## src/rtl/app_mult_seq_layer_acc.sv

```systemverilog
// Iterative controller/accumulator for a signed A_W x B_W multiply built on an
// external signed 2-bit partial-product layer. One operand pair is latched,
// then one radix-4 digit of B is presented to the layer per cycle. Each
// returned partial product is sign-extended, shifted by 2k and accumulated.
module app_mult_seq_layer_acc #(
    parameter int A_W  = 16,
    parameter int B_W  = 16,
    parameter int PP_W = 18,
    parameter int P_W  = 32
) (
    input  logic            clk,
    input  logic            rst,
    input  logic            in_valid,
    output logic            in_ready,
    input  logic [A_W-1:0]  a_in,
    input  logic [B_W-1:0]  b_in,
    output logic [A_W-1:0]  layer_a,
    output logic            layer_b_low,
    output logic            layer_b_high,
    output logic            layer_cin,
    input  logic [PP_W-1:0] layer_sum,
    output logic            out_valid,
    input  logic            out_ready,
    output logic [P_W-1:0]  product,
    output logic            busy
);

    localparam int DIGITS = B_W / 2;
    localparam int K_W    = (DIGITS > 1) ? $clog2(DIGITS) : 1;

    typedef enum logic [1:0] {
        S_IDLE = 2'd0,
        S_RUN  = 2'd1,
        S_DONE = 2'd2
    } state_t;

    state_t          r_state;
    logic [A_W-1:0]  r_a;
    logic [B_W-1:0]  r_b_sh;
    logic [P_W-1:0]  r_acc;
    logic [K_W-1:0]  r_k;

    logic [P_W-1:0]  w_pp_ext;
    logic [P_W-1:0]  w_pp_shifted;
    logic            w_last_digit;

    // Sign-extend the layer result to the product width, bit by bit: bits above
    // the partial-product MSB replicate its sign.
    genvar gi;
    generate
        for (gi = 0; gi < P_W; gi++) begin : g_sext
            if (gi < PP_W) begin : g_copy
                assign w_pp_ext[gi] = layer_sum[gi];
            end else begin : g_sign
                assign w_pp_ext[gi] = layer_sum[PP_W-1];
            end
        end
    endgenerate

    // Weight of digit k is 4^k; the shift follows sign extension so negative
    // partial products stay correct modulo 2^P_W.
    assign w_pp_shifted = w_pp_ext << {r_k, 1'b0};
    assign w_last_digit = (r_k == K_W'(DIGITS - 1));

    // Layer drive is decoded from registered state only, so in_* never reaches
    // the layer combinationally. Outside RUN the layer sees zeros.
    assign layer_a      = (r_state == S_RUN) ? r_a : '0;
    assign layer_b_low  = (r_state == S_RUN) ? r_b_sh[0] : 1'b0;
    assign layer_b_high = (r_state == S_RUN) ? r_b_sh[1] : 1'b0;
    assign layer_cin    = 1'b0;

    assign in_ready  = (r_state == S_IDLE) && !rst;
    assign out_valid = (r_state == S_DONE);
    assign busy      = (r_state != S_IDLE);
    assign product   = r_acc;

    // Control FSM plus datapath: latch operands, walk the digits, hold result.
    always_ff @(posedge clk) begin
        if (rst) begin
            r_state <= S_IDLE;
            r_a     <= '0;
            r_b_sh  <= '0;
            r_acc   <= '0;
            r_k     <= '0;
        end else begin
            case (r_state)
                S_IDLE: begin
                    if (in_valid) begin
                        r_a     <= a_in;
                        r_b_sh  <= b_in;
                        r_acc   <= '0;
                        r_k     <= '0;
                        r_state <= S_RUN;
                    end
                end
                S_RUN: begin
                    r_acc  <= r_acc + w_pp_shifted;
                    r_b_sh <= r_b_sh >> 2;
                    r_k    <= r_k + K_W'(1);
                    if (w_last_digit) begin
                        r_state <= S_DONE;
                    end
                end
                S_DONE: begin
                    if (out_ready) begin
                        r_state <= S_IDLE;
                    end
                end
                default: r_state <= S_IDLE;
            endcase
        end
    end

endmodule

```

## config.mk

```make
export PLATFORM = sky130hd
export DESIGN_NAME = app_mult_seq_layer_acc
export DESIGN_NICKNAME = d
export VERILOG_FILES = /design/src/rtl/app_mult_seq_layer_acc.sv
export SDC_FILE = /design/constraint.sdc
export NUM_CORES = 1
export LEC_CHECK = 0
export ABC_AREA = 1
export BUFFER_PORTS_ARGS = -buffer_cell sky130_fd_sc_hd__buf_4
export CORE_ASPECT_RATIO = 1.4
export CORE_MARGIN = 1
export CORE_UTILIZATION = 59
export CTS_BUF_LIST = sky130_fd_sc_hd__clkbuf_4 sky130_fd_sc_hd__clkbuf_8
export CTS_CLUSTER_DIAMETER = 40
export CTS_CLUSTER_SIZE = 20
export DETAILED_ROUTE_END_ITERATION = 12
export HOLD_SLACK_MARGIN = 0.1
export PLACE_DENSITY_LB_ADDON = 0.08
export SETUP_SLACK_MARGIN = 0.2
export SYNTH_ARGS = -nofsm -noshare
export SYNTH_HDL_FRONTEND = slang
export SYNTH_SLANG_ARGS = --single-unit
```

## constraint.sdc

```tcl
create_clock -name clk -period 2.9 [get_ports clk]
set_clock_uncertainty 0.05 [all_clocks]
set_input_delay 0.435 -clock clk [delete_from_list [all_inputs] [get_ports clk]]
set_output_delay 0.435 -clock clk [all_outputs]
set_load 0.02 [all_outputs]
```

==> impl_metrics.toml, run 1 <==
[placed_design]
place_ws_ns = 0.0865
port_buffers = 106
gp_congestion = 1.01
hpwlAfterDp_um = 13000
dpl.cell_count = 1212

[timing]
worst_slack_ns = 0.160
rsz0062_at_grt = "yes"
finalSetupViolations = 0
setup_tns_ns = 0
slew_viol_final = 0
final-hold-violation-count = 0
tightestPinTransition_ns = 0.723
slew_headroom_pct = 51.7
finalCritPeriodShare_pct = 94.5
max_freq_ghz = 0.365
min_period_ns = 2.74

[routing]
vias = 6888
vias_per_cell = 5.48
dr.pass1.iters = 6
drc = 0
wire_per_inst_um = 15.0
drt_iter0_markers = 462
drt-total-wl_um = 18800
antenna_left = 0

[worst_setup_path]
endpoint_kind = "flip-flop"
r2r-start = "r_k[0]"
crit_path_max_incr_delay_ns = 0.38
cp_max_fo = 8
reg2reg_depth = 15
worst_ep_arrival_time_ns = 2.99
critPathSlowestCell = "dfxtp_4"
startpoint_type = "flip-flop"
crit_type = "reg2reg"
path_cells = "buf_8 -> mux2i_4 -> o21ai_0 -> nand2_1 -> o21ai_2 -> ha_2 -> nand2_1 -> nand2_1 -> a21oi_2 -> nand2_1 -> a21oi_2 -> nand2_1 -> nand2_1 -> nand3_1 -> a21oi_1"
crit_required_ns = 3.15
r2r_end = "product[30]"
cp_common_cell = "nand2_1"
r2r_setup_slack_ns = 0.16

[clocking]
cts_tree = "built"
clk_pin_slew_ns = 0.08
cts_made_buffers = 9
cts_buffer_depth = 2
htree_levels = 3
cts_num_sinks = 69
cts_root_buf = "clkbuf_8"
clk_latency_ns = 0.37

[global_route]
grt_pass1_wl_um = 26900
grt_max_degree = 66
grt_pass1_vias = 5883
grt_overflow = 0
grtUsageTotal_pct = 33.2
antenna_found_initial = 0

[layout]
drive_above_1_share_pct = 27.5
areaGrowthSynthToFinish_pct = 30.8
layout.cells.non_filler = 1256
fillers = 709
n_antenna_cell = 0
nets = 1207

[power]
power.leakage_uw = 0.00390
power_density_nw_per_um2 = 458
irDropWorstVdd_v = 0.000345

[hold_path]
hp-start = "b_in[15]"
hold_depth = 3
hp-class = "in2reg"
min_to = "r_b_sh[15]"

[floorplan]
core_um2 = 9510
die_w_um = 86.1
die_h_um = 120
io_pins = 108
die-area_um2 = 10300
start_util_pct = 61.4
row_count = 42

[synth]
synth_ff_type = "dfxtp_1"
syn-num-nets = 1079
yosys_warnings = 0
synth_area_um2 = 5840
synthDistinctLibCells = 35
ys_ff_latch = 69
async_flop_share_pct = 0
ys_seq_area_share_pct = 23.7
synth_edf_count = 0
avgSynthCellArea_um2 = 5.89
synthCells = 991

[outcome]
status = "finished, final reports clean"

[job]
cap_violations = 0
==> critical path, delay by kind of cell (launching register included) <==
| family | cells | cell delay [ns] |
|---|---|---|
| flops | 1 | 0.38 |
| fa+ha+maj | 1 | 0.34 |
| buf+inv | 1 | 0.14 |
| mux | 1 | 0.18 |
| simple gates | 7 | 0.64 |
| compound gates | 5 | 0.93 |
==> cell usage after synthesis (3+ instances only) <==
cell type	n	area, um^2
clkbuf_1	20	75.1
o21bai_1	3	22.5
ha_1	33	413
buf_6	3	33.8
nand3_2	12	120
or2_2	3	18.8
buf_4	5	37.5
nand2_1	312	1170
mux2i_1	7	70.1
inv_1	165	619
nand3b_1	4	30.0
a211oi_1	43	323
a21oi_2	4	35.0
nand3_1	43	215
nor2_1	97	364
buf_2	10	50.1
nor3_1	4	20.0
o21ai_0	47	235
a21oi_1	68	340
dfxtp_1	69	1380
nor2_2	6	37.5
nand4_1	4	25.0
nand2_2	13	81.3
==> flip-flops by register name, indices dropped and copies added (netlist names) <==
| register | cells |
|---|---|
| product | 32 |
| r_k | 3 |
| r_b_sh | 16 |
| r_state | 2 |
| r_a | 16 |
==> cell usage in the layout (no fill, tap or decap), types with 3 or more instances in the layout <==
cell,netlist,routed
nand2_1,312,287
nand3b_1,4,4
a21oi_1,68,58
ha_2,0,5
inv_2,2,6
nand2_4,0,5
o21ai_2,0,16
nor2_4,0,4
a21oi_2,4,13
o21bai_1,3,3
inv_1,165,159
nand3_1,43,42
nand4_1,4,4
or2_2,3,3
nor3_2,0,3
a211oi_1,43,43
nor2_2,6,16
o21ai_0,47,20
o21ai_1,2,12
nand2_2,13,33
buf_4,5,151
clkbuf_8,1,9
nor2_1,97,83
nand3_2,12,11
dfxtp_1,69,66
ha_4,0,6
clkinvlp_4,0,4
ha_1,33,22
mux2i_2,0,4
==> through the flow <==
step	util (%)	total power [uW]	instance area, um^2	hold slack (ns)
floorplan	-	1950	5840	0.389
global placement	71.1	2300	6760	0.400
detailed placement	71.1	2320	6760	0.404
CTS	74.1	3230	7050	0.271
global route	80.3	3670	7640	0.303
finish	80.3	3500	7640	0.281
==> timing repair <==
action / in CTS / in global routing
setup endpoints to repair: 17 / 25
setup buffers: 6 / 20
cloned: 0 / 2
resized for setup: 17 / 128
hold buffers: 0 / 0
pin swaps: 3 / 38
==> power breakdown <==
group / leakage, uW / switching (uW) / internal, uW
combinational: 0.00322 / 917 / 579
clock: 0.000110 / 417 / 494
sequential: 0.000569 / 61.2 / 1030
==> cells by family (layout without fill, tap and decap cells) <==
kind of cell	count (synthesis)	after routing	share of synthesized area, %
and+or+nand+nor	501	501	36.0
buffers and inverters	207	340	14.4
AOI/OAI and AO/OA	171	171	17.1
DFF	69	69	23.7
adders and majority gates	34	34	7.41
muxes	7	7	1.20
other	1	1	0.0642
xor gates and xnor gates	1	1	0.150
==> worst max path at each step <==
stage / to / slack, ns / from / cells after the start
5_1_grt: product[30] / 0.03 / r_k[1] / 16
3_5_place_dp: product[25] / 0.09 / layer_sum[10] / 15
4_1_cts: product[22] / 0.18 / r_k[0] / 20
2_1_floorplan: product[16] / 0.48 / r_k[2] / 16
3_3_place_gp: product[27] / 0.09 / layer_sum[10] / 15
6_report: product[30] / 0.16 / r_k[0] / 15
==> metal layers <==
| metal | part of all wire (%) | track usage, % | wire [um] |
|---|---|---|---|
| met5 | 0 | 0 | 0 |
| met4 | 5.2 | 15.7 | 981 |
| met3 | 8.0 | 4.81 | 1510 |
| met2 | 49 | 58.6 | 9190 |
| met1 | 38 | 38.9 | 7140 |
==> area by class of cell <==
class	instances	area (um^2)	share of cell area, %
flip-flops and latches	69	1390	18.2
repair buffers	155	1200	15.7
inverters	168	641	8.38
repair inverters	1	7.51	0.0982
clock buffers	10	131	1.72
clock inverters	6	86.3	1.13
well taps	132	165	2.16
multi-input cells	715	4030	52.7
Power figures use the tool's default switching activity.
==> run 2: changes to the inputs <==
- CELL_PAD_IN_SITES_DETAIL_PLACEMENT: default -> 0
- CELL_PAD_IN_SITES_GLOBAL_PLACEMENT: default -> 1
- CORE_UTILIZATION: 59 -> 40
==> impl_metrics.toml, run 2 (synthesis results as in run 1) <==
[floorplan]
die-area_um2 = 15100
start_util_pct = 41.4
io_pins = 108
row_count = 51
die_h_um = 145
die_w_um = 104
core_um2 = 14100

[job]
cap_violations = 0

[worst_setup_path]
endpoint_kind = "flip-flop"
r2r_end = "product[24]"
cpLargestDelayFamily = "simple AND/OR/NAND/NOR gates"
r2r_setup_slack_ns = 0.31
cp_max_fo = 8
r2r-start = "r_k[0]"
worst_ep_arrival_time_ns = 2.77
cp_common_cell = "nand2_1"
path_cells = "buf_12 -> mux2i_4 -> nand2_1 -> o21ai_1 -> buf_4 -> o21ai_0 -> ha_1 -> nand2_2 -> nor2_2 -> buf_4 -> nand2_1 -> nor2_1 -> nand2_1 -> nand3_1 -> nand2_1 -> nand3_1 -> a21oi_1"
startpoint_type = "flip-flop"
crit_required_ns = 3.08
crit_type = "reg2reg"
reg2reg_depth = 17
cp.buffers_inverters = 3
critPathSlowestCell = "dfxtp_4"
crit_path_max_incr_delay_ns = 0.41

[power]
irDropWorstVdd_v = 0.000271
pwr-share-clk_pct = 24.0
p_total_uw = 3410
power_density_nw_per_um2 = 440
power.leakage_uw = 0.00389
netSwitchingPower_uw = 1380
p_sw_share_pct = 40.6
p_int_uw = 2030
combinationalPowerShare_pct = 44.2
seq_power_share_pct = 31.8

[outcome]
status = "finished, final reports clean"

[layout]
layout_common_cells = "275 x nand2_1, 158 x inv_1, 142 x buf_4, 82 x nor2_1, 67 x dfxtp_1"
nets = 1203
n_antenna_cell = 0
largest_reg_flops = 32
drive_above_1_share_pct = 29.0
areaGrowthSynthToFinish_pct = 33.0
layout.cells.non_filler = 1304
final_common_cell = "nand2_1"
final_area_um2 = 7770

[global_route]
grt_max_degree = 53
grt_pass1_vias = 5974
grt_overflow = 0
antenna_found_initial = 0
grtUsageTotal_pct = 24.3
grt_pass1_wl_um = 29400

[routing]
drt_iter0_markers = 256
vias = 6352
wire_per_inst_um = 14.0
drt-total-wl_um = 18300
drc = 0
dr.pass1.iters = 6
vias_per_cell = 4.87
antenna_left = 0

[placed_design]
gp_congestion = 0.971
placed_area_um2 = 6930
hpwlAfterDp_um = 14100
dpl.cell_count = 1271
port_buffers = 106

[timing]
max_freq_ghz = 0.387
finalSetupViolations = 0
slew_viol_final = 0
final-hold-violation-count = 0
setup_tns_ns = 0
tightestPinTransition_ns = 0.696
rsz0062_at_grt = "yes"
slew_headroom_pct = 53.5
finalCritPeriodShare_pct = 89.2
min_period_ns = 2.59

[clocking]
clk_pin_slew_ns = 0.09
cts_root_buf = "clkbuf_8"
clk_latency_ns = 0.36
cts_hold_buf = 0
cts_num_sinks = 69
cts_made_buffers = 9
htree_levels = 3
cts_tree = "built"
cts_buffer_depth = 2

[hold_path]
hold_depth = 4
hp-start = "out_ready"
min_to = "r_state[1]"
hp-class = "in2reg"
-- run 2: worst max-delay path by stage --
stage	from	end	slack (ns)	cells after the start
final	r_k[0]	product[24]	0.31	17
after global routing	r_k[0]	product[30]	0.12	18
after CTS	r_k[1]	product[12]	0.20	14
after detailed placement	layer_sum[17]	product[30]	-0.01	17
after global placement	layer_sum[17]	product[30]	0.04	17
after floorplan	r_k[2]	product[16]	0.48	16
-- run 2: layout make-up --
class	instances	area (um^2)
Clock buffer	9	124
Clock inverter	6	65.1
Fill cell	1514	6340
Inverter	168	639
Multi-Input combinational cell	715	4100
Sequential cell	69	1390
Tap cell	185	231
Timing Repair Buffer	152	1220
-- run 2: repair_timing --
item,CTS,global route
endpoints found under the setup margin,21,22
pin swaps,2,47
buffers inserted,4,13
gates cloned,0,1
resized for setup,32,143
-- run 2: per-stage QoR --
step	hold WS, ns	setup WS (ns)	utilization [%]
after floorplan	0.389	0.480	-
after global placement	0.399	0.0424	49.1
after detailed placement	0.403	-0.00982	49.1
after CTS	0.276	0.204	51.1
after global routing	0.275	0.124	55.1
final	0.286	0.314	55.1
-- run 2: power groups by stage --
stage / sequential (uW) / combinational [uW] / clock (uW)
after floorplan: 1140 / 810 / 0
after global placement: 1100 / 1260 / 0
after detailed placement: 1100 / 1270 / 0
after CTS: 1080 / 1300 / 841
after global routing: 1100 / 1670 / 880
final: 1090 / 1510 / 818
-- run 2: metal layers --
layer | wire (um) | vias up | share of wire (%) | global-route usage, %
met2 | 9140 | 120 | 50 | 43.9
li1 | - | 3378 | - | -
met4 | 504 | 0 | 2.8 | 8.50
met5 | 0 | - | 0 | 0
met1 | 8020 | 2824 | 44 | 29.5
met3 | 581 | 30 | 3.2 | 2.83
-- run 2: worst register-to-register path, cell delays in order, from the launching register on --
cell,delay (ns)
dfxtp_4,0.41
buf_12,0.14
mux2i_4,0.27
nand2_1,0.08
o21ai_1,0.07
buf_4,0.13
o21ai_0,0.08
ha_1,0.38
nand2_2,0.10
nor2_2,0.14
buf_4,0.15
nand2_1,0.06
nor2_1,0.09
nand2_1,0.07
nand3_1,0.08
nand2_1,0.05
nand3_1,0.06
a21oi_1,0.06
==> run 3: changes to the inputs <==
==> constraint.sdc (replaced) <==
create_clock -name clk -period 2.9 [get_ports clk]
set_clock_uncertainty 0.05 [all_clocks]
set_input_delay 0.145 -clock clk [delete_from_list [all_inputs] [get_ports clk]]
set_output_delay 0.145 -clock clk [all_outputs]
set_load 0.02 [all_outputs]
==> impl_metrics.toml, run 3 (synthesis results as in run 1) <==
[clocking]
clk_pin_slew_ns = 0.09
cts_num_sinks = 69
cts_buffer_depth = 2
cts_root_buf = "clkbuf_8"
htree_levels = 3
cts_made_buffers = 9
clk_latency_ns = 0.37
cts_tree = "built"

[routing]
vias_per_cell = 4.90
antenna_left = 0
drt_iter0_markers = 247
drt-total-wl_um = 18900
dr.pass1.iters = 5
drc = 0
vias = 6528
wire_per_inst_um = 14.2

[worst_setup_path]
crit_type = "reg2reg"
path_cells = "buf_8 -> buf_4 -> a21oi_1 -> inv_1 -> o21ai_2 -> mux2i_1 -> ha_1 -> nand2_2 -> buf_4 -> nor2_4 -> nand2_2 -> nor2_1 -> nand2_2 -> nand2_1 -> nand2_2 -> nand3_2 -> a21oi_2"
cp_max_fo = 8
r2r_setup_slack_ns = 0.30
crit_path_max_incr_delay_ns = 0.41
startpoint_type = "flip-flop"
cp.buffers_inverters = 4
critPathSlowestCell = "ha_1"
endpoint_kind = "flip-flop"
worst_ep_arrival_time_ns = 2.82
cpLargestDelayFamily = "simple AND/OR/NAND/NOR gates"
cp_common_cell = "nand2_2"
crit_required_ns = 3.12

[global_route]
grt_pass1_wl_um = 29400
grt_overflow = 0
grt_pass1_vias = 5982
grt_max_degree = 57
grtUsageTotal_pct = 24.4
antenna_found_initial = 0

[floorplan]
io_pins = 108
start_util_pct = 41.4
row_count = 51
die_w_um = 104
die_h_um = 145
core_um2 = 14100
die-area_um2 = 15100

[layout]
n_antenna_cell = 0
final_common_cell = "nand2_1"
nets = 1229
layout_common_cells = "276 x nand2_1, 158 x inv_1, 145 x buf_4, 82 x nor2_1, 68 x dfxtp_1"
areaGrowthSynthToFinish_pct = 35.9
fillers = 1471
drive_above_1_share_pct = 27.1
largest_reg_flops = 32

[timing]
max_freq_ghz = 0.385
setup_tns_ns = 0
rsz0062_at_grt = "yes"
slew_headroom_pct = 35.7
finalSetupViolations = 0
final-hold-violation-count = 0
slew_viol_final = 0
tightestPinTransition_ns = 0.963
finalCritPeriodShare_pct = 89.6
min_period_ns = 2.60

[power]
p_total_uw = 3510
power_density_nw_per_um2 = 442
irDropWorstVdd_v = 0.000197
power.leakage_uw = 0.00398

[placed_design]
gp_congestion = 0.999
hpwlAfterDp_um = 14100
port_buffers = 106

[job]
cap_violations = 0

[outcome]
status = "finished, final reports clean"

[hold_path]
hp-class = "in2reg"
## run 3: final timing paths
kind | cells after the start | from | endpoint
worst max-delay path | 17 | r_k[0] | product[30]
worst min-delay path | 3 | b_in[7] | r_b_sh[7]
worst max register to register | 17 | r_k[0] | product[30]
worst min register to register | 2 | r_b_sh[1] | r_b_sh[1]
## run 3: stage by stage
stage               std cells  area (um^2)  worst slack [ns]  util, %  hold slack (ns)
floorplan                 991         5840             0.480        -            0.242
CTS                      1315         7420             0.200     52.6            0.105
global placement         1267         6850            0.0596     48.5            0.356
global route             1331         7940             0.121     56.3            0.155
finish                   1331         7940             0.301     56.3            0.115
detailed placement       1267         6850            0.0335     48.5            0.368
## run 3: metal layers
layer	GRT usage, %	wire length [um]
met4	8.93	455
met1	30.0	8450
met3	3.37	553
met5	0	0
met2	42.9	9450
## run 3: power by group
| part | internal (uW) | total, uW | switching [uW] |
|---|---|---|---|
| registers | 1030 | 1090 | 55.0 |
| clock network | 502 | 935 | 433 |
| logic | 592 | 1490 | 895 |
| total | 2120 | 3510 | 1380 |
## run 3: layout make-up
cell class / count / area (um^2) / area share (%)
clock buffer: 10 / 131 / 1.66
tap: 185 / 231 / 2.92
clock inverter: 6 / 93.8 / 1.18
sequential: 69 / 1390 / 17.5
multi-input combinational: 715 / 4030 / 50.8
inverter: 168 / 637 / 8.03
timing repair buffer: 178 / 1430 / 18.0
## run 3: timing repair
item | CTS | global route
endpoints found under the setup margin | 20 | 25
pin swaps | 1 | 36
endpoints found under the hold margin | 31 | 0
cloned | 0 | 1
setup buffers | 1 | 15
gates resized for setup | 18 | 140
hold buffers | 31 | 0
## run 3: worst reg2reg max path, delay by kind of cell (launching register included)
family,cells,cell delay [ns]
adders and majority gates,1,0.41
DFF,1,0.37
and+or+nand+nor,8,0.72
muxes,1,0.12
buffers and inverters,4,0.52
AOI/OAI and AO/OA,3,0.31
